==> src/rtl/sokoban_move_engine.sv <==
// Sokoban move engine: finds the player, applies one move, emits before/after snapshots.
// Latency: accept -> commit strobe at T0+p+4 (p = player cell); blocked at T0+p+3; no player at T0+65.
// Backpressure: none; requests arriving while busy are dropped, never queued.
module sokoban_move_engine (
  input  logic         clk_i,
  input  logic         rst_i,
  input  logic         move_req_i,
  input  logic [1:0]   move_dir_i,
  input  logic [133:0] game_state_cur_i,
  input  logic [63:0]  goal_mask_i,
  output logic         busy_o,
  output logic [133:0] game_state_bm_o,
  output logic [133:0] game_state_mm_o,
  output logic         game_state_en_o,
  output logic [1:0]   sel_o,
  output logic         move_blocked_o,
  output logic         no_player_o,
  output logic         win_o
);

  localparam logic [1:0] SEL_MOVE = 2'd1;

  localparam logic [1:0] ST_IDLE   = 2'd0;
  localparam logic [1:0] ST_LOCATE = 2'd1;
  localparam logic [1:0] ST_EVAL   = 2'd2;
  localparam logic [1:0] ST_COMMIT = 2'd3;

  localparam logic [1:0] CELL_FLOOR  = 2'b00;
  localparam logic [1:0] CELL_BOX    = 2'b10;
  localparam logic [1:0] CELL_PLAYER = 2'b11;

  logic [1:0]   state_q, state_d;
  logic [5:0]   idx_q, idx_d;        // scan index; holds the player cell once found
  logic [1:0]   dir_q, dir_d;
  logic [63:0]  goal_q, goal_d;
  logic [133:0] bm_q, bm_d;
  logic [133:0] mm_q, mm_d;
  logic         busy_q, busy_d;
  logic         en_q, en_d;
  logic [1:0]   sel_q, sel_d;
  logic         blk_q, blk_d;
  logic         np_q, np_d;
  logic         win_q, win_d;

  logic [2:0]   row, col;
  logic         t_ok, b_ok;
  logic [5:0]   t_idx, b_idx;
  logic [1:0]   cur_cell, t_cell, b_cell;
  logic         legal;
  logic [133:0] moved;
  logic         win_calc;

  assign row = idx_q[5:3];
  assign col = idx_q[2:0];

  // Target and beyond cells for the latched direction; edge rows/cols never wrap.
  always_comb begin
    t_ok  = 1'b0;
    b_ok  = 1'b0;
    t_idx = idx_q;
    b_idx = idx_q;
    case (dir_q)
      2'b00: begin
        t_ok  = (row != 3'd0);
        b_ok  = (row >= 3'd2);
        t_idx = idx_q - 6'd8;
        b_idx = idx_q - 6'd16;
      end
      2'b01: begin
        t_ok  = (row != 3'd7);
        b_ok  = (row <= 3'd5);
        t_idx = idx_q + 6'd8;
        b_idx = idx_q + 6'd16;
      end
      2'b10: begin
        t_ok  = (col != 3'd0);
        b_ok  = (col >= 3'd2);
        t_idx = idx_q - 6'd1;
        b_idx = idx_q - 6'd2;
      end
      default: begin
        t_ok  = (col != 3'd7);
        b_ok  = (col <= 3'd5);
        t_idx = idx_q + 6'd1;
        b_idx = idx_q + 6'd2;
      end
    endcase
  end

  // Move legality and the resulting board, evaluated on the accept-time snapshot.
  always_comb begin
    cur_cell = bm_q[{idx_q, 1'b0} +: 2];
    t_cell   = bm_q[{t_idx, 1'b0} +: 2];
    b_cell   = bm_q[{b_idx, 1'b0} +: 2];
    legal    = t_ok && ((t_cell == CELL_FLOOR) ||
                        ((t_cell == CELL_BOX) && b_ok && (b_cell == CELL_FLOOR)));
    moved    = bm_q;
    if (t_cell == CELL_BOX) begin
      moved[{b_idx, 1'b0} +: 2] = CELL_BOX;
    end
    moved[{idx_q, 1'b0} +: 2] = CELL_FLOOR;
    moved[{t_idx, 1'b0} +: 2] = CELL_PLAYER;
    moved[133:128]            = bm_q[133:128] + 6'd1;
  end

  // Solved when there is at least one goal and every goal cell holds a box.
  always_comb begin
    win_calc = (goal_q != 64'd0);
    for (int i = 0; i < 64; i++) begin
      if (goal_q[i] && (mm_q[2*i +: 2] != CELL_BOX)) begin
        win_calc = 1'b0;
      end
    end
  end

  // Control FSM next-state and output pulses.
  always_comb begin
    state_d = state_q;
    idx_d   = idx_q;
    dir_d   = dir_q;
    goal_d  = goal_q;
    bm_d    = bm_q;
    mm_d    = mm_q;
    busy_d  = busy_q;
    en_d    = 1'b0;
    sel_d   = 2'd0;
    blk_d   = 1'b0;
    np_d    = 1'b0;
    win_d   = win_q;
    case (state_q)
      ST_IDLE: begin
        if (move_req_i) begin
          bm_d    = game_state_cur_i;
          dir_d   = move_dir_i;
          goal_d  = goal_mask_i;
          idx_d   = 6'd0;
          busy_d  = 1'b1;
          state_d = ST_LOCATE;
        end
      end
      ST_LOCATE: begin
        if (cur_cell == CELL_PLAYER) begin
          state_d = ST_EVAL;
        end else if (idx_q == 6'd63) begin
          np_d    = 1'b1;
          busy_d  = 1'b0;
          state_d = ST_IDLE;
        end else begin
          idx_d = idx_q + 6'd1;
        end
      end
      ST_EVAL: begin
        if (legal) begin
          mm_d    = moved;
          state_d = ST_COMMIT;
        end else begin
          blk_d   = 1'b1;
          busy_d  = 1'b0;
          state_d = ST_IDLE;
        end
      end
      default: begin
        en_d    = 1'b1;
        sel_d   = SEL_MOVE;
        win_d   = win_calc;
        busy_d  = 1'b0;
        state_d = ST_IDLE;
      end
    endcase
  end

  // State registers with synchronous reset; reset aborts any move in flight.
  always_ff @(posedge clk_i) begin
    if (rst_i) begin
      state_q <= ST_IDLE;
      idx_q   <= 6'd0;
      dir_q   <= 2'd0;
      goal_q  <= 64'd0;
      bm_q    <= 134'd0;
      mm_q    <= 134'd0;
      busy_q  <= 1'b0;
      en_q    <= 1'b0;
      sel_q   <= 2'd0;
      blk_q   <= 1'b0;
      np_q    <= 1'b0;
      win_q   <= 1'b0;
    end else begin
      state_q <= state_d;
      idx_q   <= idx_d;
      dir_q   <= dir_d;
      goal_q  <= goal_d;
      bm_q    <= bm_d;
      mm_q    <= mm_d;
      busy_q  <= busy_d;
      en_q    <= en_d;
      sel_q   <= sel_d;
      blk_q   <= blk_d;
      np_q    <= np_d;
      win_q   <= win_d;
    end
  end

  assign busy_o          = busy_q;
  assign game_state_bm_o = bm_q;
  assign game_state_mm_o = mm_q;
  assign game_state_en_o = en_q;
  assign sel_o           = sel_q;
  assign move_blocked_o  = blk_q;
  assign no_player_o     = np_q;
  assign win_o           = win_q;

endmodule

==> config.mk <==
export PLATFORM = sky130hd
export DESIGN_NAME = sokoban_move_engine
export DESIGN_NICKNAME = d
export VERILOG_FILES = /design/src/rtl/sokoban_move_engine.sv
export SDC_FILE = /design/constraint.sdc
export NUM_CORES = 1
export LEC_CHECK = 0
export ABC_AREA = 1
export CAP_MARGIN = 20
export CELL_PAD_IN_SITES_DETAIL_PLACEMENT = 0
export CELL_PAD_IN_SITES_GLOBAL_PLACEMENT = 1
export CORE_MARGIN = 1
export CORE_UTILIZATION = 30
export CTS_CLUSTER_SIZE = 24
export DETAILED_ROUTE_END_ITERATION = 8
export GPL_TIMING_DRIVEN = 0
export PLACE_DENSITY = 0.72
export REMOVE_ABC_BUFFERS = 1
export SYNTH_ARGS = -nofsm -noshare
export SYNTH_HDL_FRONTEND = slang
export SYNTH_SLANG_ARGS = --single-unit
export TNS_END_PERCENT = 100
==> constraint.sdc <==
create_clock -name clk_i -period 9.62 [get_ports clk_i]
set_clock_uncertainty 0.1 [all_clocks]
set_input_delay 0.962 -clock clk_i [delete_from_list [all_inputs] [get_ports clk_i]]
set_output_delay 0.962 -clock clk_i [all_outputs]
set_load 0.03 [all_outputs]
======== Word-level counts from Yosys, hierarchy flattened ========
Index checks and enable logic that the tools add are counted.
cells by class
  bitwise gates (word level) .............. 2
  add/subtract/negate cells ............... 12
  shift operators ......................... 9
  equality and inequality tests ........... 79
  mux-type cells .......................... 90
  $lt $le $gt $ge ......................... 4
  reduce and logical (&&, ||, !) cells .... 84
operator list
  operator                  count
  $bwmux 134                3
  $shift 2x9->134 const A   3
  $shiftx 134x8->2          3
  $shiftx 2x9->134 const A  3
  $ne 2x2->1 const B        69
  $mux 134                  1
  $mux 1                    72
  $logic_and 1x1->1         67
  $reduce_bool 64->1        1
  $pmux 6 s3                2
  $neg 7->9                 3
  $mux 6                    3
  $add 6x1->6 const B       2
  $pmux 6 s2                1
  $ne 3x3->1 const B        3
  $pmux 1 s3                3
  $eq 2x2->1 const B        4
  $logic_not 2->1           4
  $mux 2                    4
  $reduce_and 4->1          2
  $add 6x2->6 const B       1
  $add 6x4->6 const B       1
  $add 6x5->6 const B       1
  $eq 6x6->1 const B        1
  other kinds (15)          23
word-level totals
  logic and storage cells ................. 292
  register bits after elaboration ......... 349
  bits of input ports ..................... 203

======== Logic depth before layout (Yosys ltp) ========
Gate-level depths: netlist of the first run.
  depth after elaboration ................. 66
  depth in mapped cells ................... 24

======== Worst setup path before layout of the first run ========
OpenSTA, ideal clock, no wires.
  kind .................................... register to register
  from .................................... register idx_q[0]
  to ...................................... register mm_q[81] (netlist: game_state_mm_o[81])
  buffers on the path ..................... 4
  required time ........................... 9.456 ns
  arrival ................................. 3.420 ns
  slack ................................... 6.036 ns
  clock period less this slack ............ 3.584 ns
  stages on the path, launching flop included .. 21
  path through ............................ dfxtp_1 inv_1 buf_2 buf_1 ha_1 clkbuf_1 inv_1 nand2_1 nand3_2 buf_2 ha_1 or2_2 nand2_1 inv_1 nor2_1 nand3_1 nor2_1 nand3_1 nand4_1 nor2_1 nor2_1
between the ends
  longest elaborated chain between the ends .. 9
ends and longest elaborated chain
  what                                 RTL line  RTL
  from (decl)                          33        logic [5:0] idx_q, idx_d;
  from (signal assigned)               189       idx_q <= idx_d;
  $add 6x1->6 (tied with other cells)  84        t_idx = idx_q + 6'd1;
  $pmux 6 s3                           62        case (dir_q)
  $shiftx 134x8->2                     93        t_cell = bm_q[{t_idx, 1'b0} +: 2];
  $eq 2x2->1                           96, 98
  $logic_and 1x1->1 (2 in series)      96        ((t_cell == CELL_BOX) && b_ok && (b_cell == CELL_FLOOR)));
  $logic_or 1x1->1                     95        legal = t_ok && ((t_cell == CELL_FLOOR) ||
  $logic_and 1x1->1                    95
  $reduce_and 2->1 (no line)           --
  to (signal assigned)                 193       mm_q <= mm_d;
  to (decl)                            37        logic [133:0] mm_q, mm_d;
Several ways; a longest one is shown, not always the timed one.
A chain may end at the register's enable or synchronous reset.

======== Worst setup path in the final report of the first run ========
  from .................................... register idx_q[0]
  to ...................................... register mm_q[84] (netlist: game_state_mm_o[84])
The elaborated chain is that of the path after synthesis.

==> Flow_metrics.wiki, run 1 <==
{| class="wikitable"
! Metric !! Value
|-
| Run status || complete, no violations
|-
| Data required time at the worst endpoint || 10.00 ns
|-
| Max cap viols || 0
|-
| Worst-path cell chain || inv_1 > nand3_1 > nand3_1 > nand3_1 > inv_1 > nand3_1 > nand3_1 > nand3_1 > nand2_2 > nand2_4 > nand3_4 > buf_16 > nor2_1 > nor2_1
|-
| Worst Tran Pin Value || 1.15 ns
|-
| Clock transition at path regs || 0.07 ns
|-
| Min-Delay Startpoint || game_state_mm_o[128]
|-
| Relative slew slack || 0.234
|-
| Slowest stage delay, CP || 0.90 ns
|-
| Unrepaired setup endpoints after global routing || false
|-
| Most frequently used cell type in the post-synthesis netlist || sky130_fd_sc_hd__nand2_1
|-
| Initial standard-cell utilization of the core || 0.303
|-
| Ratio of total power to cell area || 197 nW/um^2
|-
| Last element of the critical path || game_state_mm_o[84]
|-
| Initial drt markers || 2,406
|-
| Cell count of the worst hold path || 2
|-
| Die H || 268 microns
|-
| Final-stage net count || 4,146
|-
| Max Freq || 138 MHz
|-
| Number of H-tree branching levels || 2
|-
| Time the worst path needs with I/O delays and setup || 7.27 ns
|-
| Via density || 5.05
|-
| Maximum buffer depth of the clock tree || 3
|-
| Routed WL || 110 mm
|-
| Number of distinct standard cells referenced by the synthesized netlist || 41
|-
| Mapped Area || 21,300 sq um
|-
| Worst vdd ir || 0.000132 V
|-
| Number of primary I/O pins || 478
|-
| Critical Path Most Common Cell || sky130_fd_sc_hd__nand3_1
|-
| Number of inserted filler cells in the final layout || 7,925
|-
| Sum of negative setup slack || 0 ns
|-
| First-pass DRT Iterations || 7
|-
| Number of warnings issued by yosys || 0
|-
| Arrival time of the worst setup path || 7.65 ns
|-
| Async set or reset register ratio after synthesis || 0
|-
| Synth top area cells || sky130_fd_sc_hd__dfxtp_1, sky130_fd_sc_hd__nand2_1, sky130_fd_sc_hd__nor2_1
|-
| All-Layer GR Usage || 0.295
|-
| Final design instance area without fill || 28,200 sq um
|-
| RR Endpoint || game_state_mm_o[84]
|-
| Largest fanout of any net on the critical path || 78
|-
| Mapped Avg Cell Area || 5.91 sq um
|-
| Overall die area || 72,000 sq um
|-
| Count of final max-slew check failures || 0
|-
| HPWL after DPL || 84.1 mm
|-
| Floorplan core area || 70,100 sq um
|-
| First-pass GRT wire length || 155 mm
|-
| Total number of vias || 24,700
|-
| Pin count of the biggest net entering global routing || 144
|-
| Number of sinks handled by clock tree synthesis || 347
|-
| Hold violation count in the final report || 0
|-
| Clock root buffer master || sky130_fd_sc_hd__clkbuf_16
|-
| Number of gates given a new drive strength after cts || 0
|-
| Number of setup violations in the final report || 0
|-
| Most frequent cells after synthesis || sky130_fd_sc_hd__nand2_1, sky130_fd_sc_hd__nor2_1, sky130_fd_sc_hd__dfxtp_1
|-
| Fraction of final layout cells with drive strength greater than 1 || 0.0321
|-
| Category of the critical setup timing path || register to register
|-
| Aggregate global routing overflow || 0
|-
| Kind of end point of the critical path || register
|-
| Worst setup SP type || register
|-
| Flop2flop setup slack || 2.35 ns
|-
| Post-synth EDFFs || 0
|-
| Largest area contributor in the netlist || sky130_fd_sc_hd__dfxtp_1
|-
| Port bufs || 476
|-
| Worst hold slack after final layout || 0.361 ns
|-
| Number of global-route vias before repair || 22,800
|-
| Flop and latch count out of synthesis || 347
|-
| Sequential share of the synthesized area || 0.326
|-
| Cell at the slowest stage of the critical path || sky130_fd_sc_hd__nand3_4
|-
| Power, Total || 5.56 mW
|-
| Antenna violations before repair || 1
|-
| Global placement routability congestion || 0.937
|-
| Worst setup startpoint || idx_q[0]
|-
| Ys flop type || sky130_fd_sc_hd__dfxtp_1
|-
| Number of buffers inserted during clock tree synthesis || 43
|-
| Classification of the worst-slack hold path || register to register
|-
| RR Startpoint || idx_q[0]
|-
| Register-to-Register Path Depth || 14
|-
| Placement Cell Area || 26,700 sq um
|-
| CTS tree || built
|-
| Synthesis-to-finish area growth || 32.7%
|-
| Cell count after synthesis || 3,601
|-
| Row cnt || 97
|-
| Routed wire length per instance || 22.4 microns
|-
| Final worst path period share || 0.755
|-
| Antenna Nets Post-Route || 0
|-
| Die width || 268 microns
|-
| Clock Latency Late Sink || 0.60 ns
|-
| Number of remaining DRC errors || 0
|-
| Portion of synthesized cell area occupied by the leading cell type || 0.326
|-
| Number of buffers added for setup after CTS || 0
|-
| Count of hold buffers inserted by post-cts repair || 0
|-
| Static Leakage || 12.1 nW
|}
## critical path: cells and delay by family, from the launching register on
family,cells,cell delay [ns]
buffers and inverters,3,1.81
flip-flops,1,0.88
AND/OR/NAND/NOR,11,4.23
## layout make-up
class	instances	area, sq um	area share
Tap cell	940	1180	0.0417
Multi-Input combinational cell	2669	12000	0.424
Antenna cell	2	5.00	0.000177
Sequential cell	347	6950	0.246
Timing Repair Buffer	499	5290	0.187
Clock inverter	15	206	0.00731
Inverter	359	1360	0.0481
Clock buffer	63	1280	0.0455
## registers in the layout (all words and copies together), names as in the netlist
register / flops
idx_q: 6
no_player_o: 1
game_state_bm_o: 134
goal_q: 64
game_state_mm_o: 134
move_blocked_o: 1
busy_o: 1
win_o: 1
dir_q: 2
sel_o: 1
state_q: 2
## worst min-delay path by stage
stage	end	slack (ns)
6_report	game_state_mm_o[128]	0.36
5_1_grt	game_state_mm_o[128]	0.38
4_1_cts	game_state_mm_o[128]	0.37
3_5_place_dp	game_state_mm_o[132]	0.36
3_3_place_gp	game_state_mm_o[128]	0.35
2_1_floorplan	goal_q[0]	0.34
## where the power goes
part	switching (mW)	internal, mW
Sequential	0.134	1.54
Combinational	1.54	0.591
Clock	0.713	1.04
Total	2.39	3.17
## placed cells by master, fill, tap and decap left out, drive strengths merged, types with 35 or more instances in the layout
master         Yosys  routed
nand2            941     941
nor2             612     612
clkdlybuf4s50      0     476
inv              351     353
nand3            349     349
dfxtp            347     347
o21ai            331     331
a21oi            236     236
nand4             94      94
clkbuf           112      64
nor3              35      35
## metal layers
metal	vias to the layer above	GRT usage	wire length, microns
li1	12200	-	-
met5	-	0	0
met4	0	0.0971	3530
met3	162	0.0579	8420
met1	11400	0.398	48300
met2	941	0.469	49400
## stage by stage
step / util / worst slack, ns / std cells
floorplan: - / -0.259 / 3375
global placement: 0.373 / -7.99 / 4791
detailed placement: 0.381 / 2.38 / 4813
CTS: 0.402 / 2.36 / 4891
global route: 0.402 / 1.97 / 4893
finish: 0.402 / 2.35 / 4894
## kinds of logic (layout without fill, tap and decap cells)
| logic type | Yosys count | count (layout) | share of synthesized area |
|---|---|---|---|
| DFF | 347 | 347 | 0.326 |
| buffers and inverters | 585 | 936 | 0.114 |
| xor gates and xnor gates | 9 | 9 | 0.00406 |
| AOI/OAI and AO/OA | 580 | 580 | 0.139 |
| adders and majority gates | 24 | 24 | 0.0148 |
| other | 1 | 3 | 0.000176 |
| and+or+nand+nor | 2055 | 2055 | 0.402 |
Note: power is estimated with default switching activity, not from simulation.
==> inputs of run 2 (changes only) <==
==> constraint.sdc (replaced) <==
create_clock -name clk_i -period 6.9 [get_ports clk_i]
set_clock_uncertainty 0.1 [all_clocks]
set_input_delay 0.69 -clock clk_i [delete_from_list [all_inputs] [get_ports clk_i]]
set_output_delay 0.69 -clock clk_i [all_outputs]
set_load 0.03 [all_outputs]
==> run 2 against run 1 <==
Against the previous run: final cell count barely moved; global-route usage barely moved; highest routed layer unchanged; largest power group unchanged; via count rose by 0.42%; total power rose by 40%; count of clock-buffer cells in the layout did not move; cell area rose by 0.11%.
==> Flow_metrics.wiki, run 2 (synthesized netlist as in run 1, its figures left out) <==
{| class="wikitable"
! Metric !! Value
|-
| Run status || complete, no violations
|-
| Kind of end point of the critical path || register
|-
| Internal power of the cells || 4.42 mW
|-
| Global placement routability congestion || 0.937
|-
| Non-Filler Instances || 4,895
|-
| Classification of the worst-slack hold path || register to register
|-
| Hold violation count in the final report || 0
|-
| Clock Latency Late Sink || 0.60 ns
|-
| Worst setup SP type || register
|-
| Total number of vias || 24,800
|-
| Min-Delay Startpoint || game_state_mm_o[128]
|-
| Final worst path period share || 0.934
|-
| Number of inserted filler cells in the final layout || 7,925
|-
| Data required time at the worst endpoint || 7.28 ns
|-
| Number of H-tree branching levels || 2
|-
| Maximum buffer depth of the clock tree || 3
|-
| Sequential share of power || 0.301
|-
| Clock transition at path regs || 0.07 ns
|-
| Max cap viols || 0
|-
| Pin count of the biggest net entering global routing || 144
|-
| Clock root buffer master || sky130_fd_sc_hd__clkbuf_16
|-
| Power spent charging and discharging nets || 3.35 mW
|-
| Area taken by flip-flops and latches || 6950 sq um
|-
| Aggregate global routing overflow || 0
|-
| Worst Tran Pin Value || 1.07 ns
|-
| Area of the multi-input gates || 12,000 sq um
|-
| Routed wire length per instance || 22.5 microns
|-
| Routed WL || 110 mm
|-
| Ratio of total power to cell area || 275 nW/um^2
|-
| Category of the critical setup timing path || register to register
|-
| Power, Total || 7.77 mW
|-
| Leading cell type in the layout, fill and taps excluded || sky130_fd_sc_hd__nand2_1
|-
| Count of hold buffers inserted by post-cts repair || 0
|-
| Static Leakage || 12.1 nW
|-
| Time the worst path needs with I/O delays and setup || 6.44 ns
|-
| Max Freq || 155 MHz
|-
| Clk network pwr share || 0.314
|-
| Worst vdd ir || 0.000168 V
|-
| Count of final max-slew check failures || 0
|-
| Commonest non-fill, non-tap cells in the layout || sky130_fd_sc_hd__nand2_1, sky130_fd_sc_hd__nor2_1, sky130_fd_sc_hd__clkdlybuf4s50_1
|-
| Die H || 268 microns
|-
| First-pass GRT wire length || 155 mm
|-
| Fraction of final layout cells with drive strength greater than 1 || 0.0331
|-
| Synthesis-to-finish area growth || 32.8%
|-
| Number of remaining DRC errors || 0
|-
| Flop2flop setup slack || 0.46 ns
|-
| Number of buffers inserted during clock tree synthesis || 43
|-
| Final-stage net count || 4,148
|-
| Worst hold slack after final layout || 0.360 ns
|-
| Port bufs || 476
|-
| Largest fanout of any net on the critical path || 79
|-
| Initial drt markers || 2,508
|-
| Arrival time of the worst setup path || 6.82 ns
|-
| Die width || 268 microns
|-
| First-pass DRT Iterations || 6
|-
| Register-to-Register Path Depth || 18
|-
| Relative slew slack || 0.287
|-
| Row cnt || 97
|-
| Unrepaired setup endpoints after global routing || false
|-
| HPWL after DPL || 84.1 mm
|-
| Number of primary I/O pins || 478
|-
| Overall die area || 72,000 sq um
|-
| Sw Share || 0.431
|-
| Antenna Nets Post-Route || 0
|-
| CTS tree || built
|-
| Number of sinks handled by clock tree synthesis || 347
|-
| Cell count of the worst hold path || 2
|-
| RR Endpoint || game_state_mm_o[84]
|-
| All-Layer GR Usage || 0.295
|-
| Floorplan core area || 70,100 sq um
|-
| Total instance count after detailed placement || 4,813
|-
| Antenna violations before repair || 1
|-
| Via density || 5.07
|-
| RR Startpoint || idx_q[0]
|-
| Initial standard-cell utilization of the core || 0.303
|-
| Destination of the worst hold path || game_state_mm_o[128]
|-
| Number of global-route vias before repair || 22,800
|-
| Number of setup violations in the final report || 0
|-
| Share of total power in combinational logic || 0.386
|}
run 2: critical path, stage by stage, from the launching register on:
cell and delay (ns):
sky130_fd_sc_hd__dfxtp_4 0.91, sky130_fd_sc_hd__clkinvlp_4 0.56, sky130_fd_sc_hd__ha_1 0.37, sky130_fd_sc_hd__ha_1 0.48, sky130_fd_sc_hd__nand2_1 0.10, sky130_fd_sc_hd__nand2_1 0.16
sky130_fd_sc_hd__inv_1 0.06, sky130_fd_sc_hd__nand2_1 0.48, sky130_fd_sc_hd__buf_16 0.24, sky130_fd_sc_hd__nand2_1 0.11, sky130_fd_sc_hd__nand3_1 0.10, sky130_fd_sc_hd__nand3_1 0.23
sky130_fd_sc_hd__nand3_1 0.17, sky130_fd_sc_hd__nand2_2 0.34, sky130_fd_sc_hd__nand2_8 0.56, sky130_fd_sc_hd__nand3_4 0.55, sky130_fd_sc_hd__buf_16 0.40, sky130_fd_sc_hd__nor2_1 0.26
sky130_fd_sc_hd__nor2_1 0.06
run 2: how the worst max path moves through the flow:
stage,start,end,slack (ns),depth (start not counted)
after floorplan,idx_q[0],game_state_mm_o[0],-2.98,16
after CTS,idx_q[0],game_state_mm_o[84],0.15,18
after global routing,idx_q[0],game_state_mm_o[84],0.11,18
after global placement,idx_q[0],game_state_mm_o[84],-10.71,15
final,idx_q[0],game_state_mm_o[84],0.46,18
after detailed placement,idx_q[0],game_state_mm_o[84],-0.34,14
run 2: final cells by class:
class | count | share of cell area
multi-input combinational | 2670 | 0.424
sequential | 347 | 0.246
timing repair buffer | 499 | 0.187
inverter | 359 | 0.0482
clock buffer | 63 | 0.0454
tap | 940 | 0.0416
clock inverter | 15 | 0.00731
timing repair inverter | 1 | 0.000177
antenna | 1 | 0.0000886
run 2: power by group through the flow:
stage | Clock [mW] | Combinational [mW] | Sequential, mW
2_1_floorplan | 0 | 1.47 | 2.50
3_3_place_gp | 0 | 2.84 | 2.40
3_5_place_dp | 0 | 2.92 | 2.37
4_1_cts | 2.48 | 2.93 | 2.33
5_1_grt | 2.55 | 3.21 | 2.36
6_report | 2.44 | 3.00 | 2.34
run 2: what timing repair did:
action                                  in CTS  in global routing
buffers inserted                             0                  0
endpoints found under the setup margin      92                 92
pin swaps                                    1                  1
gates cloned                                 0                  2
gates resized for setup                      2                  1
run 2: stage by stage:
stage	cell area (sq um)	setup slack, ns	setup TNS [ns]	util
global placement	26100	-10.71	-3354.79	0.373
finish	28300	0.458	0	0.403
CTS	28200	0.145	0	0.402
detailed placement	26700	-0.335	-22.53	0.381
floorplan	20200	-2.98	-692.08	-
global route	28300	0.106	0	0.403
run 2: per-layer routing:
| metal | vias to the layer above | track usage | share of wire |
|---|---|---|---|
| met5 | - | 0 | 0 |
| met4 | 0 | 0.0971 | 0.032 |
| met3 | 155 | 0.0579 | 0.080 |
| met2 | 975 | 0.469 | 0.45 |
| met1 | 11500 | 0.398 | 0.44 |
| li1 | 12200 | - | - |
==> inputs of run 3 (changes only) <==
--- a/config.mk
+++ b/config.mk
@@ -6,7 +6,7 @@
 export NUM_CORES = 1
 export LEC_CHECK = 0
 export ABC_AREA = 1
-export CAP_MARGIN = 20
+export CAP_MARGIN = 25
 export CELL_PAD_IN_SITES_DETAIL_PLACEMENT = 0
 export CELL_PAD_IN_SITES_GLOBAL_PLACEMENT = 1
 export CORE_MARGIN = 1
@@ -16,6 +16,7 @@
 export GPL_TIMING_DRIVEN = 0
 export PLACE_DENSITY = 0.72
 export REMOVE_ABC_BUFFERS = 1
+export SKIP_LAST_GASP = 1
 export SYNTH_ARGS = -nofsm -noshare
 export SYNTH_HDL_FRONTEND = slang
 export SYNTH_SLANG_ARGS = --single-unit
==> run 3 against run 2 <==
Against the previous run: hold slack better by 0.0022 ns; sequential power hardly changed; setup slack got worse by 0.097 ns; via count shrank 0.54%; sequential cell count unchanged; die area unchanged; largest cell class unchanged; largest power group unchanged.
==> Flow_metrics.wiki, run 3 (synthesized netlist as in run 1, its figures left out) <==
{| class="wikitable"
! Metric !! Value
|-
| Worst setup SP type || register
|-
| Clk network pwr share || 0.304
|-
| Number of sinks handled by clock tree synthesis || 347
|-
| RR Endpoint || game_state_mm_o[28]
|-
| Die H || 268 microns
|-
| Number of primary I/O pins || 478
|-
| Number of remaining DRC errors || 0
|-
| Worst hold slack after final layout || 0.362 ns
|-
| Global placement routability congestion || 0.937
|-
| Synthesis-to-finish area growth || 32.4%
|-
| Worst-path cell chain || inv_1 > ha_1 > ha_1 > nand2_1 > nand2_1 > inv_1 > nand2_1 > buf_16 > nand2_1 > nand3_1 > nand3_1 > nand3_1 > nand2_2 > nand2_8 > nand3_4 > buf_16 > nand2_1 > nand2_1 > nor2_1
|-
| Commonest non-fill, non-tap cells in the layout || sky130_fd_sc_hd__nand2_1, sky130_fd_sc_hd__nor2_1, sky130_fd_sc_hd__clkdlybuf4s50_1
|-
| Ratio of total power to cell area || 272 nW/um^2
|-
| Number of buffers added for setup after CTS || 0
|-
| Register-to-Register Path Depth || 19
|-
| Critical Path Most Common Cell || sky130_fd_sc_hd__nand2_1
|-
| Total number of vias || 24,700
|-
| Clock root buffer master || sky130_fd_sc_hd__clkbuf_16
|-
| Cell at the slowest stage of the critical path || sky130_fd_sc_hd__dfxtp_4
|-
| Hold violation count in the final report || 0
|-
| Routed wire length per instance || 22.5 microns
|-
| Total instance count after detailed placement || 4,814
|-
| Unrepaired setup endpoints after global routing || false
|-
| Static Leakage || 12.1 nW
|-
| Max Freq || 153 MHz
|-
| Sw Share || 0.435
|-
| Time the worst path needs with I/O delays and setup || 6.54 ns
|-
| Relative slew slack || 0.288
|-
| Fraction of final layout cells with drive strength greater than 1 || 0.0314
|-
| Classification of the worst-slack hold path || register to register
|-
| Pin count of the biggest net entering global routing || 144
|-
| Data required time at the worst endpoint || 7.31 ns
|-
| RR Startpoint || idx_q[0]
|-
| Worst Tran Pin Value || 1.07 ns
|-
| Routed WL || 110 mm
|-
| HPWL after DPL || 84.2 mm
|-
| Aggregate global routing overflow || 0
|-
| Max cap viols || 0
|-
| Total buffers and inverters traversed by the critical path || 4
|-
| Die width || 268 microns
|-
| Power spent charging and discharging nets || 3.34 mW
|-
| Number of setup violations in the final report || 0
|-
| Overall die area || 72,000 sq um
|-
| Kind of end point of the critical path || register
|-
| Floorplan core area || 70,100 sq um
|-
| Arrival time of the worst setup path || 6.95 ns
|-
| Share of total power in combinational logic || 0.391
|-
| CTS tree || built
|-
| Number of buffers inserted during clock tree synthesis || 43
|-
| Internal power of the cells || 4.33 mW
|-
| Initial drt markers || 2,568
|-
| Number of H-tree branching levels || 2
|-
| Antenna violations before repair || 3
|-
| Port bufs || 476
|-
| Core occupancy in the finished layout || 0.402
|-
| Antenna Nets Post-Route || 0
|-
| Via density || 5.04
|-
| Clock transition at path regs || 0.06 ns
|-
| First-pass DRT Iterations || 9
|-
| Final-stage net count || 4,147
|-
| All-Layer GR Usage || 0.295
|-
| Category of the critical setup timing path || register to register
|-
| Worst setup startpoint || idx_q[0]
|-
| Worst vdd ir || 0.000254 V
|-
| Largest fanout of any net on the critical path || 78
|-
| Final worst path period share || 0.948
|-
| Kind of cell adding the most delay to the critical path || simple AND/OR/NAND/NOR gates
|-
| Critical path depth in cells || 19
|-
| Number of global-route vias before repair || 22,500
|-
| Initial standard-cell utilization of the core || 0.303
|-
| Count of final max-slew check failures || 0
|-
| Row cnt || 97
|-
| Clock Latency Late Sink || 0.60 ns
|-
| Number of inserted filler cells in the final layout || 7,926
|-
| Flop2flop setup slack || 0.36 ns
|-
| Run status || complete, no violations
|-
| Sequential share of power || 0.305
|-
| Leading cell type in the layout, fill and taps excluded || sky130_fd_sc_hd__nand2_1
|-
| Last element of the critical path || game_state_mm_o[28]
|-
| Slowest stage delay, CP || 0.88 ns
|-
| Maximum buffer depth of the clock tree || 3
|-
| First-pass GRT wire length || 155 mm
|-
| Non-Filler Instances || 4,893
|}
==> run 3: cell types whose count changed in the layout (fill, tap and decap cells not counted), moves of 2 or more <==
| cell | change |
|---|---|
| sky130_fd_sc_hd__clkbuf_16 | -3 |
| sky130_fd_sc_hd__clkbuf_1 | +2 |
| sky130_fd_sc_hd__diode_2 | +2 |
| sky130_fd_sc_hd__clkinv_4 | -2 |
==> run 3: layout make-up <==
cell class                 instances  area (sq um)  share of cell area
sequential                       347          6950               0.247
antenna                            3          7.51            0.000266
inverter                         359          1360              0.0482
tap                              940          1180              0.0417
multi-input combinational       2670         12000               0.425
clock buffer                      62          1230              0.0436
timing repair buffer             499          5290               0.188
clock inverter                    13           185             0.00657
==> run 3: worst min path at each step <==
stage / from / end / slack [ns] / depth (start not counted)
finish: game_state_mm_o[128] / game_state_mm_o[128] / 0.36 / 2
floorplan: goal_q[0] / goal_q[0] / 0.34 / 2
global route: game_state_mm_o[128] / game_state_mm_o[128] / 0.38 / 2
detailed placement: game_state_mm_o[132] / game_state_mm_o[132] / 0.36 / 2
CTS: game_state_mm_o[132] / game_state_mm_o[132] / 0.36 / 2
global placement: game_state_mm_o[128] / game_state_mm_o[128] / 0.35 / 2
==> run 3: layer usage <==
metal | global-route usage | up-vias | part of all wire | wire length [microns]
li1 | - | 12200 | - | -
met1 | 0.403 | 11400 | 0.44 | 48100
met2 | 0.473 | 970 | 0.46 | 50400
met3 | 0.0524 | 133 | 0.078 | 8530
met4 | 0.0839 | 2 | 0.027 | 2970
met5 | 0 | - | 0.00012 | 13
==> run 3: per-stage QoR <==
step	TNS, ns	power (mW)	area, sq um	worst slack (ns)
final	0	7.67	28200	0.361
after global routing	0	8.01	28200	0.0618
after CTS	0	7.66	28200	0.195
after detailed placement	-20.61	5.30	26700	-0.288
after global placement	-3354.79	5.24	26100	-10.71
after floorplan	-692.08	3.97	20200	-2.98
==> run 3: worst reg2reg max path: stages (launching register included) <==
cell and delay (ns):
sky130_fd_sc_hd__dfxtp_4 0.88, sky130_fd_sc_hd__inv_1 0.63, sky130_fd_sc_hd__ha_1 0.43, sky130_fd_sc_hd__ha_1 0.51, sky130_fd_sc_hd__nand2_1 0.09, sky130_fd_sc_hd__nand2_1 0.16, sky130_fd_sc_hd__inv_1 0.06, sky130_fd_sc_hd__nand2_1 0.48
sky130_fd_sc_hd__buf_16 0.24, sky130_fd_sc_hd__nand2_1 0.13, sky130_fd_sc_hd__nand3_1 0.10, sky130_fd_sc_hd__nand3_1 0.22, sky130_fd_sc_hd__nand3_1 0.17, sky130_fd_sc_hd__nand2_2 0.34, sky130_fd_sc_hd__nand2_8 0.57, sky130_fd_sc_hd__nand3_4 0.61
sky130_fd_sc_hd__buf_16 0.41, sky130_fd_sc_hd__nand2_1 0.13, sky130_fd_sc_hd__nand2_1 0.05, sky130_fd_sc_hd__nor2_1 0.14
==> run 3: power by group through the flow <==
| stage | Sequential (mW) | Combinational (mW) | Clock (mW) |
|---|---|---|---|
| floorplan | 2.50 | 1.47 | 0 |
| global placement | 2.40 | 2.84 | 0 |
| detailed placement | 2.37 | 2.93 | 0 |
| CTS | 2.33 | 2.94 | 2.38 |
| global route | 2.35 | 3.21 | 2.44 |
| finish | 2.34 | 3.00 | 2.33 |
==> run 3: repair_timing <==
| item | in CTS | in global routing |
|---|---|---|
| endpoints found under the setup margin | 93 | 92 |
| hold buffers | 0 | 0 |
| resized for setup | 2 | 0 |
| gates cloned | 0 | 1 |
| pin swaps | 1 | 1 |
